File: src/rtl/uart_parity_unit_pkg.sv
// Shared definitions for the UART parity engine.
// Holds the parity-type encodings, the RX checker state enum and the
// parity function used by both the TX generator and the RX checker.
package uart_parity_unit_pkg;

  // Widest word the parity function handles; callers zero-extend into it.
  localparam int PAR_MAX_W = 16;
  localparam int PAR_LEN_W = 5;

  localparam logic [1:0] PAR_EVEN  = 2'b00;
  localparam logic [1:0] PAR_ODD   = 2'b01;
  localparam logic [1:0] PAR_MARK  = 2'b10;
  localparam logic [1:0] PAR_SPACE = 2'b11;

  typedef enum logic [1:0] {
    RX_IDLE   = 2'd0,
    RX_DATA   = 2'd1,
    RX_PARITY = 2'd2
  } rx_state_t;

  // Bits at index >= len do not take part in the XOR.
  function automatic logic calc_parity(input logic [PAR_MAX_W-1:0] word,
                                       input logic [PAR_LEN_W-1:0] len,
                                       input logic [1:0]           typ);
    logic x;
    logic res;
    x = 1'b0;
    for (int i = 0; i < PAR_MAX_W; i++) begin
      if (i < int'(len)) x = x ^ word[i];
    end
    case (typ)
      PAR_EVEN: res = x;
      PAR_ODD:  res = ~x;
      PAR_MARK: res = 1'b1;
      default:  res = 1'b0;
    endcase
    return res;
  endfunction

endpackage

File: src/rtl/uart_par_rx_chk.sv
// Bit-serial RX parity checker.
// Ports:
//   clk, rst_n          clock, async active-low reset
//   frame_start         restart: latch config, clear accumulator/counter
//   bit_en, par_in      rx_bit is a data bit / the parity bit
//   rx_bit              sampled RX bit
//   cfg_par_en/typ/len  live config (len already resolved to 1..DATA_WIDTH)
//   chk_done, chk_err   registered one-cycle result pulses
//
// state     | meaning
// ----------+-----------------------------------------------
// RX_IDLE   | no frame in progress, data/parity bits ignored
// RX_DATA   | accumulating data bits until count == length
// RX_PARITY | waiting for the sampled parity bit
module uart_par_rx_chk
  import uart_parity_unit_pkg::*;
#(
  parameter int LEN_W = 4
) (
  input  logic             clk,
  input  logic             rst_n,
  input  logic             frame_start,
  input  logic             bit_en,
  input  logic             par_in,
  input  logic             rx_bit,
  input  logic             cfg_par_en,
  input  logic [1:0]       cfg_par_typ,
  input  logic [LEN_W-1:0] cfg_len,
  output logic             chk_done,
  output logic             chk_err
);

  rx_state_t        state_q, state_d;
  logic             acc_q, acc_d;
  logic [LEN_W-1:0] cnt_q, cnt_d;
  logic [LEN_W-1:0] cnt_inc;
  logic             en_q, en_d;
  logic [1:0]       typ_q, typ_d;
  logic [LEN_W-1:0] len_q, len_d;
  logic             done_d, err_d;
  logic             exp_par;

  assign cnt_inc = cnt_q + LEN_W'(1);
  // The accumulator already holds the XOR of the data bits, so the parity
  // function only needs to look at that single bit.
  assign exp_par = calc_parity({{(PAR_MAX_W-1){1'b0}}, acc_q}, PAR_LEN_W'(1), typ_q);

  always_ff @(posedge clk or negedge rst_n) begin
    if (!rst_n) begin
      state_q  <= RX_IDLE;
      acc_q    <= 1'b0;
      cnt_q    <= '0;
      en_q     <= 1'b0;
      typ_q    <= PAR_EVEN;
      len_q    <= '0;
      chk_done <= 1'b0;
      chk_err  <= 1'b0;
    end else begin
      state_q  <= state_d;
      acc_q    <= acc_d;
      cnt_q    <= cnt_d;
      en_q     <= en_d;
      typ_q    <= typ_d;
      len_q    <= len_d;
      chk_done <= done_d;
      chk_err  <= err_d;
    end
  end

  always_comb begin
    state_d = state_q;
    acc_d   = acc_q;
    cnt_d   = cnt_q;
    en_d    = en_q;
    typ_d   = typ_q;
    len_d   = len_q;
    done_d  = 1'b0;
    err_d   = 1'b0;
    if (frame_start) begin
      // Restart beats everything, including a parity bit in the same cycle.
      en_d    = cfg_par_en;
      typ_d   = cfg_par_typ;
      len_d   = cfg_len;
      acc_d   = 1'b0;
      cnt_d   = '0;
      state_d = RX_DATA;
    end else begin
      case (state_q)
        RX_DATA: begin
          if (bit_en) begin
            acc_d = acc_q ^ rx_bit;
            cnt_d = cnt_inc;
            if (cnt_inc == len_q) begin
              if (en_q) begin
                state_d = RX_PARITY;
              end else begin
                done_d  = 1'b1;
                state_d = RX_IDLE;
              end
            end
          end
        end
        RX_PARITY: begin
          // A data strobe alongside the parity strobe takes precedence,
          // and data bits are meaningless here, so the pair does nothing.
          if (par_in && !bit_en) begin
            done_d  = 1'b1;
            err_d   = (rx_bit != exp_par);
            state_d = RX_IDLE;
          end
        end
        default: state_d = RX_IDLE;
      endcase
    end
  end

endmodule

File: src/rtl/uart_parity_unit.sv
// UART parity engine: TX parity generator, RX parity checker and a
// saturating parity-error counter sharing one runtime configuration.
// Ports:
//   CLK, RST               clock, async active-low reset
//   PAR_EN, PAR_TYP        parity enable / type (even, odd, mark, space)
//   DATA_LEN               data bits per frame; 0 or too large = DATA_WIDTH
//   P_DATA, DATA_valid     TX word and load strobe (ignored while Busy)
//   par_bit, par_en_out    TX parity bit and its latched enable
//   rx_frame_start, rx_bit_en, rx_par_en, rx_bit   RX sampler interface
//   par_chk_done, par_err  RX check result pulses
//   err_cnt, err_clr       saturating error count and its clear
module uart_parity_unit
  import uart_parity_unit_pkg::*;
#(
  parameter int DATA_WIDTH = 8,
  parameter int LEN_W      = $clog2(DATA_WIDTH + 1),
  parameter int ERR_CNT_W  = 8
) (
  input  logic                  CLK,
  input  logic                  RST,
  input  logic                  PAR_EN,
  input  logic [1:0]            PAR_TYP,
  input  logic [LEN_W-1:0]      DATA_LEN,
  input  logic [DATA_WIDTH-1:0] P_DATA,
  input  logic                  DATA_valid,
  input  logic                  Busy,
  output logic                  par_bit,
  output logic                  par_en_out,
  input  logic                  rx_frame_start,
  input  logic                  rx_bit_en,
  input  logic                  rx_par_en,
  input  logic                  rx_bit,
  output logic                  par_chk_done,
  output logic                  par_err,
  output logic [ERR_CNT_W-1:0]  err_cnt,
  input  logic                  err_clr
);

  logic [LEN_W-1:0] eff_len;
  logic             tx_accept;
  logic             tx_par;

  assign eff_len = ((DATA_LEN == '0) || (DATA_LEN > LEN_W'(DATA_WIDTH)))
                   ? LEN_W'(DATA_WIDTH) : DATA_LEN;

  assign tx_accept = DATA_valid && !Busy;
  assign tx_par    = calc_parity(PAR_MAX_W'(P_DATA), PAR_LEN_W'(eff_len), PAR_TYP);

  always_ff @(posedge CLK or negedge RST) begin
    if (!RST) begin
      par_bit    <= 1'b0;
      par_en_out <= 1'b0;
    end else if (tx_accept) begin
      par_bit    <= PAR_EN ? tx_par : 1'b0;
      par_en_out <= PAR_EN;
    end
  end

  uart_par_rx_chk #(
    .LEN_W (LEN_W)
  ) u_rx_chk (
    .clk         (CLK),
    .rst_n       (RST),
    .frame_start (rx_frame_start),
    .bit_en      (rx_bit_en),
    .par_in      (rx_par_en),
    .rx_bit      (rx_bit),
    .cfg_par_en  (PAR_EN),
    .cfg_par_typ (PAR_TYP),
    .cfg_len     (eff_len),
    .chk_done    (par_chk_done),
    .chk_err     (par_err)
  );

  always_ff @(posedge CLK or negedge RST) begin
    if (!RST) begin
      err_cnt <= '0;
    end else if (err_clr) begin
      err_cnt <= '0;
    end else if (par_err && (err_cnt != '1)) begin
      err_cnt <= err_cnt + ERR_CNT_W'(1);
    end
  end

endmodule

File: config.mk
export PLATFORM = sky130hd
export DESIGN_NAME = uart_parity_unit
export DESIGN_NICKNAME = d
export VERILOG_FILES = /design/src/rtl/uart_parity_unit_pkg.sv /design/src/rtl/uart_par_rx_chk.sv /design/src/rtl/uart_parity_unit.sv
export SDC_FILE = /design/constraint.sdc
export NUM_CORES = 1
export LEC_CHECK = 0
export CAP_MARGIN = 20
export CELL_PAD_IN_SITES_DETAIL_PLACEMENT = 1
export CELL_PAD_IN_SITES_GLOBAL_PLACEMENT = 2
export CORE_ASPECT_RATIO = 1.4
export CORE_MARGIN = 2
export CORE_UTILIZATION = 31
export CTS_BUF_LIST = sky130_fd_sc_hd__clkbuf_8
export CTS_CLUSTER_SIZE = 24
export DETAILED_ROUTE_END_ITERATION = 10
export PLACE_DENSITY_LB_ADDON = 0.2
export SKIP_LAST_GASP = 1
export SYNTH_ARGS = -nofsm -noshare
export SYNTH_HDL_FRONTEND = slang
export SYNTH_SLANG_ARGS = --single-unit
File: constraint.sdc
create_clock -name CLK -period 2.1 [get_ports CLK]
set_input_delay 0.21 -clock CLK [delete_from_list [all_inputs] [get_ports CLK]]
set_output_delay 0.21 -clock CLK [all_outputs]
set_load 0.01 [all_outputs]
[Word-level counts from Yosys, hierarchy flattened]
Index checks and enable logic that the tools add are counted.
Word-level totals
  bits in registers: 26
  input port bits: 24
  output and inout port bits: 12
  logic and storage cells: 93
Operators by class
  add/subtract/negate cells: 2
  magnitude comparators: 9
  eq/ne operators: 12
  muxes and demuxes: 35
  bitwise operators: 10
  reduce and logical (&&, ||, !) cells: 14
Operators with widths (number)
  1-bit two-way mux: 20
  3-bit by 4-bit < comparator with 1-bit output, first input constant: 4
  4-bit two-way mux: 4
  8-bit two-way mux: 2
  2-bit two-way mux: 5
  8-bit by 1-bit adder with 8-bit output, second input constant: 1
  1-bit by 4-bit < comparator with 1-bit output, first input constant: 2
  2-bit by 4-bit < comparator with 1-bit output, first input constant: 2
  8-bit != test, second input constant: 1
  1-bit bitwise XOR: 8
  2-bit by 1-bit equality test with 1-bit output, second input constant: 3
  2-bit equality test, second input constant: 3
  3-bit by 2-bit != test with 1-bit output, second input constant: 2
  1-bit one-hot mux with 3 select lines: 2
  2-bit nonzero test: 3
  4-bit by 1-bit adder with 4-bit output, second input constant: 1
  4-bit equality test: 1
  4-bit greater-than comparator, second input constant: 1
  2-bit logical NOT: 2
  4-bit logical NOT: 1
  2-bit one-hot mux with 2 select lines: 1
  1-bit logical AND: 3
  3-bit != test, second input constant: 1
  3-bit AND reduction: 1
  6 further kinds: 8

[Logic depth before layout (Yosys ltp)]
Gate-level depths: netlist (run 1).
  word-level depth: 22
  depth in mapped cells: 8

[By module]
A second synthesis (run 1) with hierarchy kept.
Second synthesis, totals
  cell total of the unflattened synthesis: 157
  area, all modules: 1587.8 um^2
By module, submodules not included
  uart_par_rx_chk: times used 1, cells each 70, area an instance 833.3 um^2, sequential area each 400.4 um^2
  uart_parity_unit: times used 1, cells each 87, area an instance 754.5 um^2, sequential area each 250.2 um^2

[Worst setup path after synthesis (run 1)]
Ideal clock, no wire load.
  path kind: input port to flip-flop
  start: input DATA_LEN[1]
  end: register par_bit
  setup time: 0.092 ns
  arrival: 1.784 ns
  path slack: 0.224 ns
  stages on the path: 7
  buffers on the path: 1
  cell sequence: buf_2 o41ai_2 xor2_1 xnor2_1 xnor3_2 o21a_1 o31ai_2
Between the ends
  longest elaborated chain between the ends: 22
  elaborated cells on any way between the ends: 30
  classes of those cells: order compare (9); mux (11); bitwise (8); reduce/logical (2)
Ends and longest elaborated chain
  start, declared: RTL line uart_parity_unit.sv:23  | input logic [LEN_W-1:0] DATA_LEN,
  4-bit greater-than comparator / 4-bit logical NOT (equally long branches): RTL line uart_parity_unit.sv:43  | assign eff_len = ((DATA_LEN == '0) || (DATA_LEN > LEN_W'(DATA_WIDTH)))
  1-bit logical OR: RTL line uart_parity_unit.sv:43
  4-bit two-way mux (*): RTL line uart_parity_unit.sv:44  | ? LEN_W'(DATA_WIDTH) : DATA_LEN;
  1-bit by 4-bit < comparator with 1-bit output: RTL line uart_parity_unit_pkg.sv:29  | if (i < int'(len)) x = x ^ word[i];
  1-bit two-way mux: RTL line uart_parity_unit_pkg.sv:29
  1-bit bitwise XOR: RTL line uart_parity_unit_pkg.sv:29
  1-bit two-way mux: RTL line uart_parity_unit_pkg.sv:29
  1-bit bitwise XOR: RTL line uart_parity_unit_pkg.sv:29
  [... 6 more ...]
  1-bit two-way mux: RTL line uart_parity_unit_pkg.sv:29
  1-bit bitwise XOR: RTL line uart_parity_unit_pkg.sv:29
  1-bit two-way mux: RTL line uart_parity_unit_pkg.sv:29
  1-bit bitwise XOR: RTL line uart_parity_unit_pkg.sv:29
  1-bit two-way mux (*): RTL line uart_parity_unit_pkg.sv:29
  1-bit NOT: RTL line uart_parity_unit_pkg.sv:33  | PAR_ODD: res = ~x;
  1-bit one-hot mux with 3 select lines (*): RTL line uart_parity_unit_pkg.sv:31  | case (typ)
  1-bit two-way mux (*): RTL line uart_parity_unit.sv:54  | par_bit <= PAR_EN ? tx_par : 1'b0;
  end signal, assigned: RTL line uart_parity_unit.sv:54
  end, declared: RTL line uart_parity_unit.sv:27  | output logic par_bit,
Mark *: on every way between the ends. The rest lies on a longest branch, timed or not.
A chain may end at the register's enable or synchronous reset.

[Worst setup path after layout (run 1)]
  start: input DATA_LEN[0]
  end: register par_bit
The elaborated chain is that of the path after synthesis.

==> results of run 1 <==
[layout make-up]
class | count | share of cell area
well taps | 64 | 0.0391
flip-flops and latches | 26 | 0.318
clock buffers | 3 | 0.0202
repair buffers | 46 | 0.211
inverters | 7 | 0.0128
multi-input cells | 120 | 0.399
[kinds of logic (layout without fill, tap and decap cells)]
logic type | count (synthesis) | count (layout) | synth area share
buffers and inverters | 13 | 56 | 0.0367
AO/OA/AOI/OAI | 32 | 32 | 0.145
XOR/XNOR | 19 | 19 | 0.121
flip-flops | 26 | 26 | 0.433
adder cells (fa/ha/maj) | 4 | 4 | 0.0333
multiplexers | 5 | 5 | 0.0367
AND/OR/NAND/NOR | 60 | 60 | 0.194
[metal layers]
metal  vias up  routed length, µm  GRT usage
li1        639                  -          -
met1       620               1310      0.133
met2        29               2180      0.315
met3         5                106     0.0182
met4         0                 61     0.0545
met5         -                  0          0
[metrics by stage]
step,std cells,hold WS (ns),area [µm²]
finish,266,0.317,2050
global route,266,0.342,2050
CTS,266,0.333,2030
detailed placement,263,0.484,1990
global placement,263,0.460,1990
floorplan,159,-0.0856,1500
[power by group through the flow]
stage                     Sequential, mW  Combinational [mW]  Clock, mW
after CTS                          0.560               0.293      0.290
after global placement             0.568               0.281          0
after floorplan                    0.566               0.167          0
after detailed placement           0.571               0.294          0
final                              0.559               0.292      0.276
after global routing               0.565               0.326      0.307
[worst min path at each step]
stage	endpoint	slack, ns	cells after the start
after floorplan	err_cnt[0]	-0.09	0
after global placement	par_en_out	0.46	2
after detailed placement	par_en_out	0.48	2
after CTS	err_cnt[1]	0.33	2
after global routing	err_cnt[1]	0.34	2
final	u_rx_chk.chk_done	0.32	2
[synth_stat cells (all sizes together) (2+ instances only)]
cell    count
a21oi       8
a311oi      2
a32o        2
and3        2
buf         5
dfrtp      26
ha          4
inv         7
mux2        4
nand2      14
nand2b      2
nand3       7
nand3b      4
nand4       4
nor2       18
nor2b       3
nor3        2
o21a        2
o21ai      13
or3         4
xnor2       9
xor2        9
[cell usage in the layout, fill, tap and decap left out, types with 6 or more instances in the layout]
| cell | Yosys | final |
|---|---|---|
| inv_1 | 6 | 6 |
| nand3_1 | 7 | 7 |
| clkdlybuf4s50_1 | 0 | 32 |
| buf_4 | 1 | 10 |
| dfrtp_1 | 26 | 26 |
| nor2_1 | 18 | 18 |
| nand2_1 | 14 | 14 |
| xnor2_1 | 9 | 9 |
| a21oi_1 | 8 | 8 |
| xor2_1 | 9 | 9 |
| o21ai_0 | 12 | 11 |
[sequential cells by signal, indices dropped and copies added (netlist names)]
register,flops
err_cnt,8
par_bit,1
par_en_out,1
u_rx_chk.acc_q,1
u_rx_chk.chk_done,1
u_rx_chk.chk_err,1
u_rx_chk.cnt_q,4
u_rx_chk.en_q,1
u_rx_chk.len_q,4
u_rx_chk.state_q,2
u_rx_chk.typ_q,2
[critical path, cell delays in order]
cell and delay, ns:
clkdlybuf4s50_1 0.43, buf_4 0.18, nor3_2 0.17, nor2_1 0.08
o21ai_1 0.14, xnor2_1 0.16, xnor3_2 0.39, o21a_1 0.19
o31ai_2 0.22
[timing repair]
action | 4_1_cts | 5_1_grt
gates cloned | 0 | 0
resized for setup | 5 | 3
buffers inserted | 0 | 0
pin swaps | 3 | 5
setup endpoints to repair | 1 | 1
==> run_results.csv, run 1 <==
group,metric,value,unit
routing,drtIter0Drc,16,
logic_synthesis,synth_edf_count,0,
clocking,clk_pin_slew_worst_paths,0.09,ns
logic_synthesis,synth_seq_area_share,0.433,
final_layout,syn2layout_area_growth,36.4,%
clocking,cts_root_buffer,"clkbuf_8",
timing,final.min_clock_period,1.98,ns
logic_synthesis,synth.top_cell.area_share,0.433,
logic_synthesis,avgSynthCellArea,9.44,µm²
routing,wl_per_cell,13.8,µm
routing,via_count,1293,
logic_synthesis,synth_area_leader_cell,"dfrtp_1",
routing,via_per_inst,4.86,
critical_path,crit_path_end_kind,"flop",
critical_path,cp.required,2.29,ns
timing,fin_crit_sh,0.943,
timing,setup_tns,0,ns
critical_path,reg2reg_to,"u_rx_chk.chk_done",
critical_path,rr_worst_depth,7,
grt,groute.usage.overall,0.146,
power_and_ir_drop,leakage,0.884,nW
floorplanning,die_h,86.3,µm
critical_path,cp-start-kind,"input port",
floorplanning,ios,36,
logic_synthesis,ys_ff_latch,26,
clocking,cts_max_path_buffers,2,
floorplanning,die_x,62.8,µm
power_and_ir_drop,power,1.13,mW
timing,relSlewSlack,0.739,
placed_design,place_ws,-0.366,ns
critical_path,r2r_setup_slack,0.17,ns
logic_synthesis,synthArstFlopShare,1.00,
logic_synthesis,syn_inst,159,
final_layout,diodes,0,
power_and_ir_drop,switching_share,0.275,
final_layout,multi_input_area,817,µm²
floorplanning,core,4770,µm²
grt,grt_pass1_wl,6.26,mm
clocking,worstSkewPairLatency,0.27,ns
logic_synthesis,syn_nets,187,
clocking,postCtsHoldBufs,0,
placed_design,gp_congestion,0.699,
timing,tightest_slew,0.391,ns
grt,grt_start_max_net_pins,27,
power_and_ir_drop,power_density,550,nW/µm²
timing,rsz0062_at_grt,"no",
placed_design,hpwlAfterDp,3.05,mm
placed_design,portBuffers,35,
critical_path,crit_start,"DATA_LEN[0]",
timing,hold_viol_final,0,
logic_synthesis,yosys_warnings,0,
clocking,cts_tree,"built",
power_and_ir_drop,power_frac_comb,0.259,
final_layout,fin_nets,232,
grt,grt_pass1_vias,1412,
floorplanning,die-area,5420,µm²
timing,skew,0.00637,ns
power_and_ir_drop,power.internal,817,µW
grt,gr-total-overflow,0,
logic_synthesis,synth_area_leaders,"dfrtp_1 (43%), xnor2_1 (5.2%), xor2_1 (5.2%)",
timing,setup_viol,0,
routing,finalWirelength,3.66,mm
power_and_ir_drop,ir_drop,198,µV
flow_run,cap_violations,0,
power_and_ir_drop,seq_power_share,0.496,
min_path,min_path_type,"in -> async",
routing,final_antenna_net_count,0,
clocking,h-tree-depth,1,
critical_path,rr_startpoint,"u_rx_chk.cnt_q[0]",
routing,first_pass_iters,4,
logic_synthesis,synth.distinct_cells,35,
clocking,cts-buffers-inserted,3,
timing,slew_violations,0,
routing,post-route-drc-count,0,
final_layout,nFillCells,575,
timing,setup_slack,0.119,ns
critical_path,cp_max_fo,7,
floorplanning,start_util,0.315,
grt,antenna_found_initial,0,
final_layout,final_core_util,0.430,
power_and_ir_drop,power_frac_clock,0.245,
critical_path,worst-endpoint-arrival,2.17,ns
critical_path,worstSetupPathType,"in -> reg",
timing,fmax,505,MHz
final_layout,seq_area,651,µm²
final_layout,drive_above_1_share,0.124,
floorplanning,rows,30,
outcome,outcome,"finished clean",
logic_synthesis,syn_area,1500,µm²
logic_synthesis,synth-main-ff-cell,"dfrtp_1",
critical_path,worstSetupEndpoint,"par_bit",
clocking,clock_sinks,26,
power_and_ir_drop,power.switching,310,µW
No activity file was read; power rests on OpenSTA's default activity.
==> inputs of run 2 (changes only) <==
==> constraint.sdc (replaced) <==
create_clock -name CLK -period 2.1 [get_ports CLK]
set_input_delay 0.21 -clock CLK [delete_from_list [all_inputs] [get_ports CLK]]
set_output_delay 0.21 -clock CLK [all_outputs]
set_load 0.05 [all_outputs]
==> run 2 against run 1 <==
Against the previous run:
- wire length decreased by 1.2%
- power up 5.9%
- worst hold slack got worse by 0.016 ns
- first-iteration DRC count up 31%
- sequential power about the same
- utilization increased by 0.58 points
- die area stayed put
- fmax is 3.1% higher
- clock skew shrank 0.00070 ns
- global-route usage is 0.76 points higher
- sequential share of layout area shrank 0.42 points
==> run_results.csv, run 2 (synthesis gave the netlist of run 1 again) <==
group,metric,value,unit
outcome,outcome,"finished clean",
timing,tightest_slew,0.503,ns
routing,finalWirelength,3.62,mm
min_path,min_path_type,"in -> async",
grt,grt_pass1_vias,1486,
floorplanning,rows,30,
timing,rsz0062_at_grt,"no",
grt,grt-busiest-layer,"met2",
grt,grt_pass1_wl,6.58,mm
grt,use_met2,0.326,
clocking,clk_pin_slew_worst_paths,0.09,ns
timing,relSlewSlack,0.664,
power_and_ir_drop,power.switching,337,µW
final_layout,mostFrequentLayoutCells,"clkdlybuf4s50_1 (31), dfrtp_1 (26), nor2_1 (18)",
final_layout,syn2layout_area_growth,38.2,%
power_and_ir_drop,power_frac_clock,0.273,
timing,fmax,520,MHz
clocking,clock_sinks,26,
clocking,cts_root_buffer,"clkbuf_8",
final_layout,final_common_cell,"clkdlybuf4s50_1",
final_layout,regMostFlops,"err_cnt",
final_layout,nFillCells,584,
routing,via_per_inst,4.85,
timing,final.min_clock_period,1.92,ns
final_layout,final_cells,269,
placed_design,placed_cells,264,
grt,grt_start_max_net_pins,27,
power_and_ir_drop,power_frac_comb,0.258,
timing,skew,0.00566,ns
grt,groute.usage.overall,0.153,
clocking,cts_tree,"built",
placed_design,portBuffers,35,
clocking,cts_max_path_buffers,2,
timing,setup_viol,0,
critical_path,worstSetupPathType,"reg -> reg",
critical_path,cp-start-kind,"flop",
final_layout,diodes,0,
power_and_ir_drop,power.internal,856,µW
floorplanning,die_x,62.8,µm
final_layout,top_regs,"err_cnt (8), u_rx_chk.cnt_q (4), u_rx_chk.len_q (4)",
grt,gr-total-overflow,0,
routing,post-route-drc-count,0,
routing,final_antenna_net_count,0,
floorplanning,start_util,0.315,
critical_path,max_stage_delay,0.44,ns
floorplanning,die-area,5420,µm²
placed_design,gp_congestion,0.703,
final_layout,largest_reg_flops,8,
power_and_ir_drop,ir_drop,218,µV
clocking,worstSkewPairLatency,0.27,ns
timing,setup_slack,0.178,ns
critical_path,cp.required,2.31,ns
critical_path,path_common_cell,"xnor2_1",
final_layout,drive_above_1_share,0.137,
power_and_ir_drop,power_density,575,nW/µm²
placed_design,place_ws,-0.331,ns
placed_design,hpwlAfterDp,3.00,mm
grt,antenna_found_initial,0,
critical_path,cp_top_family,"simple AND/OR/NAND/NOR gates",
floorplanning,ios,36,
power_and_ir_drop,seq_power_share,0.470,
final_layout,fin_nets,234,
power_and_ir_drop,switching_share,0.282,
timing,hold_viol_final,0,
clocking,cts-buffers-inserted,3,
critical_path,crit_chain,"ha_1, xnor2_1, xnor2_1, nor2_1, nand4_1, or3_1, a21oi_1",
timing,fin_crit_sh,0.915,
timing,setup_tns,0,ns
grt,met1_usage,0.145,
power_and_ir_drop,leakage,0.907,nW
critical_path,crit_path_end_kind,"flop",
grt,met3_usage,0.0169,
routing,first_pass_iters,4,
critical_path,crit_slowest_cell,"dfrtp_1",
timing,slew_violations,0,
critical_path,cp_max_fo,4,
routing,via_count,1304,
routing,drtIter0Drc,21,
routing,wl_per_cell,13.4,µm
clocking,h-tree-depth,1,
critical_path,worst-endpoint-arrival,2.13,ns
floorplanning,die_h,86.3,µm
floorplanning,core,4770,µm²
critical_path,path_buf_inv,0,
flow_run,cap_violations,0,
[run 2: worst register-to-register path, delay by kind of cell (launching register included)]
kind / cells / cell delay, ns
flops: 1 / 0.44
fa+ha+maj: 1 / 0.25
xor+xnor: 2 / 0.28
compound gates: 1 / 0.15
simple gates: 3 / 0.75
[run 2: path summary, 6_finish.rpt]
path	startpoint	end	slack, ns	cells after the start
max	u_rx_chk.cnt_q[0]	u_rx_chk.chk_done	0.18	7
min	RST	err_cnt[1]	0.30	2
max reg2reg	u_rx_chk.cnt_q[0]	u_rx_chk.chk_done	0.18	7
min reg2reg	par_en_out	par_en_out	0.50	2
max in group asynchronous	RST	err_cnt[5]	1.54	2
min in group CLK	DATA_LEN[0]	u_rx_chk.len_q[0]	0.41	4
[run 2: timing repair]
item | CTS | global route
pin swaps | 2 | 5
setup endpoints to repair | 1 | 2
hold buffers | 0 | 0
gates resized for setup | 4 | 4
setup buffers | 0 | 1
[run 2: area by class of cell]
cell class                 count  area [µm²]  area share
inverter                       7        26.3      0.0127
clock buffer                   4        55.1      0.0265
sequential                    26         651       0.313
timing repair buffer          48         450       0.217
tap                           64        80.1      0.0386
multi-input combinational    120         813       0.392
[run 2: per-stage QoR]
step | power [mW] | hold slack [ns] | utilization | area, µm²
3_5_place_dp | 0.881 | 0.480 | 0.418 | 1990
5_1_grt | 1.27 | 0.329 | 0.435 | 2080
4_1_cts | 1.21 | 0.317 | 0.430 | 2050
2_1_floorplan | 0.751 | -0.0856 | - | 1500
3_3_place_gp | 0.867 | 0.460 | 0.418 | 1990
6_report | 1.19 | 0.301 | 0.435 | 2080
[run 2: power by group through the flow]
stage                     logic [mW]  clock network [mW]  registers, mW
final                          0.307               0.325          0.560
after global placement         0.299                   0          0.568
after floorplan                0.167                   0          0.584
after CTS                      0.307               0.338          0.561
after global routing           0.345               0.363          0.567
after detailed placement       0.309                   0          0.571
[run 2: layer usage]
metal	wire length [µm]	share of wire
met4	65	0.018
met3	108	0.030
met2	2210	0.61
met5	0	0
met1	1230	0.34
